## src/rtl/mem_arbiter.sv

```systemverilog
// -----------------------------------------------------------------------------
// mem_arbiter
// Shares one line-wide main-memory port between an I-cache (fills only) and a
// D-cache (fills and writebacks). One transaction is in flight at a time:
//   IDLE -> pick a requester and latch its request
//   BUSY -> hold the memory request stable until mem_ready
//   RESP -> pulse the winner's ready for one cycle
// The D side normally wins. After two D grants in a row, a waiting I request
// is served next so the instruction side cannot be starved.
//
// Ports
//   clk, rst              clock, synchronous active-high reset
//   ic_req/ic_addr        I-cache fill request (held until ic_ready)
//   ic_ready/ic_rdata     one-cycle completion pulse and fill line
//   dc_req/dc_we/dc_addr  D-cache request, 1 = writeback, 0 = fill
//   dc_wdata              D-cache writeback line
//   dc_ready/dc_rdata     one-cycle completion pulse and fill line
//   mem_req/mem_we        memory request (held until mem_ready) and direction
//   mem_addr/mem_wdata    line-aligned address and write line
//   mem_rdata/mem_ready   memory read line and completion
// -----------------------------------------------------------------------------
module mem_arbiter #(
  parameter int ADDR_BITS = 32,
  parameter int LINE_BITS = 128
) (
  input  logic                 clk,
  input  logic                 rst,
  input  logic                 ic_req,
  input  logic [ADDR_BITS-1:0] ic_addr,
  output logic                 ic_ready,
  output logic [LINE_BITS-1:0] ic_rdata,
  input  logic                 dc_req,
  input  logic                 dc_we,
  input  logic [ADDR_BITS-1:0] dc_addr,
  input  logic [LINE_BITS-1:0] dc_wdata,
  output logic                 dc_ready,
  output logic [LINE_BITS-1:0] dc_rdata,
  output logic                 mem_req,
  output logic                 mem_we,
  output logic [ADDR_BITS-1:0] mem_addr,
  output logic [LINE_BITS-1:0] mem_wdata,
  input  logic [LINE_BITS-1:0] mem_rdata,
  input  logic                 mem_ready
);

  // Number of byte-offset bits inside one line; these are cleared on mem_addr.
  localparam int OFFS_BITS = $clog2(LINE_BITS / 8);
  localparam logic [ADDR_BITS-1:0] OFFS_MASK = ADDR_BITS'((64'd1 << OFFS_BITS) - 64'd1);

  typedef enum logic [1:0] {
    IDLE = 2'd0,
    BUSY = 2'd1,
    RESP = 2'd2
  } state_e;

  state_e               state_q, state_d;
  logic                 owner_dc_q, owner_dc_d;   // 1 = D-cache owns the transaction
  logic                 we_q, we_d;
  logic [ADDR_BITS-1:0] addr_q, addr_d;
  logic [LINE_BITS-1:0] wdata_q, wdata_d;
  logic [LINE_BITS-1:0] ic_rdata_q, ic_rdata_d;
  logic [LINE_BITS-1:0] dc_rdata_q, dc_rdata_d;
  logic [1:0]           streak_q, streak_d;       // consecutive D grants, saturates at 2
  logic                 grant_dc_s;
  logic                 grant_ic_s;

  // Arbitration: D wins unless it has already taken two grants in a row while
  // the I side is waiting.
  always_comb begin
    grant_dc_s = 1'b0;
    grant_ic_s = 1'b0;
    if (dc_req && !(ic_req && (streak_q >= 2'd2))) begin
      grant_dc_s = 1'b1;
    end else if (ic_req) begin
      grant_ic_s = 1'b1;
    end else begin
      grant_dc_s = 1'b0;
      grant_ic_s = 1'b0;
    end
  end

  // Next-state logic. Requester inputs are only looked at in IDLE; in BUSY and
  // RESP everything comes from the latched registers.
  always_comb begin
    state_d    = state_q;
    owner_dc_d = owner_dc_q;
    we_d       = we_q;
    addr_d     = addr_q;
    wdata_d    = wdata_q;
    ic_rdata_d = ic_rdata_q;
    dc_rdata_d = dc_rdata_q;
    streak_d   = streak_q;
    case (state_q)
      IDLE: begin
        if (grant_dc_s) begin
          state_d    = BUSY;
          owner_dc_d = 1'b1;
          we_d       = dc_we;
          addr_d     = dc_addr;
          wdata_d    = dc_wdata;
          streak_d   = (streak_q >= 2'd2) ? 2'd2 : (streak_q + 2'd1);
        end else if (grant_ic_s) begin
          // The I side never writes, whatever dc_we happens to be.
          state_d    = BUSY;
          owner_dc_d = 1'b0;
          we_d       = 1'b0;
          addr_d     = ic_addr;
          wdata_d    = {LINE_BITS{1'b0}};
          streak_d   = 2'd0;
        end else begin
          state_d = IDLE;
        end
      end
      BUSY: begin
        if (mem_ready) begin
          state_d = RESP;
          // Only reads return data; a writeback leaves both rdata registers alone.
          if (!we_q) begin
            if (owner_dc_q) begin
              dc_rdata_d = mem_rdata;
            end else begin
              ic_rdata_d = mem_rdata;
            end
          end else begin
            dc_rdata_d = dc_rdata_q;
          end
        end else begin
          state_d = BUSY;
        end
      end
      RESP: begin
        state_d = IDLE;
      end
      default: begin
        state_d = IDLE;
      end
    endcase
  end

  // State and latched-request registers with synchronous reset.
  always_ff @(posedge clk) begin
    if (rst) begin
      state_q    <= IDLE;
      owner_dc_q <= 1'b0;
      we_q       <= 1'b0;
      addr_q     <= {ADDR_BITS{1'b0}};
      wdata_q    <= {LINE_BITS{1'b0}};
      ic_rdata_q <= {LINE_BITS{1'b0}};
      dc_rdata_q <= {LINE_BITS{1'b0}};
      streak_q   <= 2'd0;
    end else begin
      state_q    <= state_d;
      owner_dc_q <= owner_dc_d;
      we_q       <= we_d;
      addr_q     <= addr_d;
      wdata_q    <= wdata_d;
      ic_rdata_q <= ic_rdata_d;
      dc_rdata_q <= dc_rdata_d;
      streak_q   <= streak_d;
    end
  end

  // Outputs are pure decodes of registered state, so they change only on clk.
  assign mem_req   = (state_q == BUSY);
  assign mem_we    = we_q & (state_q == BUSY);
  assign mem_addr  = addr_q & ~OFFS_MASK;
  assign mem_wdata = wdata_q;
  assign ic_ready  = (state_q == RESP) & ~owner_dc_q;
  assign dc_ready  = (state_q == RESP) &  owner_dc_q;
  assign ic_rdata  = ic_rdata_q;
  assign dc_rdata  = dc_rdata_q;

endmodule

```

## config.mk

```make
export PLATFORM = sky130hd
export DESIGN_NAME = mem_arbiter
export DESIGN_NICKNAME = d
export VERILOG_FILES = /design/src/rtl/mem_arbiter.sv
export SDC_FILE = /design/constraint.sdc
export NUM_CORES = 1
export LEC_CHECK = 0
export ABC_AREA = 1
export CAP_MARGIN = 20
export CORE_AREA = 4 4 287 289
export DETAILED_ROUTE_END_ITERATION = 8
export DIE_AREA = 0 0 291 293
export PLACE_DENSITY = 0.44
export SLEW_MARGIN = 10
export SYNTH_ARGS = -nofsm -noshare
export SYNTH_HDL_FRONTEND = slang
export SYNTH_SLANG_ARGS = --single-unit
export TNS_END_PERCENT = 50
```

## constraint.sdc

```tcl
create_clock -name clk -period 3.87 [get_ports clk]
set_input_delay 0.387 -clock clk [delete_from_list [all_inputs] [get_ports clk]]
set_output_delay 0.387 -clock clk [all_outputs]
set_load 0.05 [all_outputs]
```

==> qor.yml <==
worst_setup_path:
  critPathMaxFanout: 6
  cp_data_arrival_time_ns: 2.33
  required_ns: 3.48
  crit_type: "reg2out"
  end_kind: "primary output"
  crit_path_start_kind: "flip-flop"
clocking:
  cts_root_buf: "clkbuf_16"
  htreeDepth: 2
  cts_setup_buffers: 0
  insertion_delay_ns: 0.59
  cts_made_buffers: 54
  cts_sinks: 418
  cts_hold_buf: 0
  cts_tree: "done"
  cts.repair.resized: 0
  cts_buffer_depth: 3
  clkTransAtPathRegs_ns: 0.06
global_routing:
  grt_pass1_vias: 16900
  grt_pass1_wl_um: 110000
  grt_usage_pct: 16.6
  grt_max_degree: 151
  antenna_found_initial: 13
  grt_overflow: 0
yosys:
  syn_area_per_cell_um2: 6.91
  seq_area_frac_synth_pct: 49.7
  synth_edf_count: 0
  synth_most_common_cell: "nor2_1"
  synth_commonest_cells: "nor2_1 (602), nand2_1 (507), dfxtp_1 (418)"
  yosys-top-cells-area: "dfxtp_1 (50%), nor2_1 (13%), nand3_1 (11%)"
  async_flop_share_pct: 0
  ys_ff_latch: 418
  synth_top_area_cell: "dfxtp_1"
  synth_cells: 2437
  netlist_area_um2: 16900
  synth_cell_types: 16
  synth_ff_type: "dfxtp_1"
  synth_top_area_share_pct: 49.7
  yosys_warnings: 0
worst_hold_path:
  hp-class: "in2reg"
sta:
  fin_setup_tns_ns: 0
  max_slew_margin_pct: 25.7
  period_minus_slack_ns: 2.72
  slew_violations: 0
  max_clock_freq_mhz: 368
  setup_viol: 0
  finalHoldViolations: 0
  rsz0062_at_grt: "no"
  min_period_over_period_pct: 70.2
  tightest_slew_ns: 1.11
  fin_worst_skew_ns: 0.0159
routing:
  vias_per_cell: 4.15
  vias: 17400
  wl_per_cell_um: 17.8
  drt_iter0_drc: 772
  drtPass1Iterations: 4
  ant_nets: 0
  drc: 0
  wl_um: 74300
pwr:
  peakVddDrop_v: 0.000334
  p_comb_share_pct: 22.9
  clkPwrFrac_pct: 39.5
  switching_share_pct: 31.9
  power.switching_w: 0.00399
  internal_power_w: 0.00850
  p_per_area_nw_per_um2: 467
  power_leakage_nw: 10.8
  seqPwrFrac_pct: 37.5
floorplanning:
  start_util_pct: 21.1
  core-area_um2: 79900
  die-area_um2: 85300
  die_w_um: 291
  dieHeight_um: 293
  rows: 104
  num_io_pins: 746
finish:
  final_nets: 3400
  area_delta_synth_final_pct: 58.8
  drive_above_1_share_pct: 3.95
  finalNonFillerCells: 4184
  fin_area_um2: 26800
placement:
  placed_area_um2: 25000
  portBuffers: 733
  place_inst: 4078
  dp_hpwl_um: 52000
  place_congestion: 0.792
flow_run:
  max_cap_violations: 0
run_status:
  status: "finished clean"
[worst max-delay path, stage by stage, from the launching register on]
cell and delay, ns:
dfxtp_1 0.46, nand2_1 0.19, nor2_1 0.20, clkdlybuf4s50_1 0.89
[per-layer routing]
metal | vias to the layer above | track usage [%] | part of all wire (%)
met1 | 7889 | 18.9 | 39
met4 | 10 | 5.50 | 3.0
met2 | 519 | 28.0 | 47
met3 | 114 | 7.26 | 9.9
li1 | 8826 | - | -
met5 | - | 0 | 0.11
[layout make-up]
class	instances	area, um^2
Antenna cell	10	25.0
Clock buffer	81	1590
Clock inverter	15	131
Fill cell	8809	53100
Inverter	194	741
Multi-Input combinational cell	1641	6870
Sequential cell	418	8370
Tap cell	1060	1330
Timing Repair Buffer	765	7710
[metrics by stage]
step | hold slack [ns] | util [%] | worst slack (ns) | total power (W)
floorplan | 0.455 | - | 2.00 | 0.00651
global placement | 0.452 | 31.3 | 1.52 | 0.00768
detailed placement | 0.456 | 31.3 | 1.52 | 0.00769
CTS | 0.311 | 33.5 | 1.05 | 0.0127
global route | 0.327 | 33.5 | 1.01 | 0.0131
finish | 0.365 | 33.5 | 1.15 | 0.0125
[kinds of logic (layout without fill, tap and decap cells)]
logic type / Yosys count / after routing / synth area share, %
DFF: 418 / 418 / 49.7
and+or+nand+nor: 1502 / 1502 / 36.4
AOI/OAI and AO/OA: 135 / 135 / 4.03
buffers and inverters: 381 / 1055 / 9.89
other: 1 / 14 / 0.0223
[sequential cells by signal (all words and copies together), names as in the netlist]
name        cells
mem_wdata     128
ic_rdata      128
dc_rdata      128
owner_dc_q      1
state_q         2
we_q            1
addr_q         28
streak_q        2
[cell usage in the layout, fill, tap and decap left out, drive strengths merged]
master and n:
a21oi 133, buf 33, bufinv 2, clkbuf 81
clkdlybuf4s50 732, clkinv 11, clkinvlp 1, conb 4
dfxtp 418, diode 10, inv 195, nand2 507
nand3 387, nor2 605, nor3 3, o21ai 2
[power by group through the flow]
stage	Combinational, W	Clock (W)	Sequential (W)
floorplan	0.000889	0	0.00563
global placement	0.00291	0	0.00477
detailed placement	0.00291	0	0.00478
CTS	0.00291	0.00514	0.00469
global route	0.00308	0.00532	0.00472
finish	0.00286	0.00494	0.00469
[path summary, 6_finish.rpt]
kind                               startpoint       endpoint  slack [ns]  cells past startpoint
worst max-delay path               state_q[0]         mem_we        1.15                      3
worst min-delay path             dc_wdata[52]  mem_wdata[52]        0.36                      3
worst max register to register     state_q[0]   ic_rdata[84]        1.81                      6
worst min register to register  mem_wdata[64]  mem_wdata[64]        0.46                      2
Power figures use the tool's default switching activity.
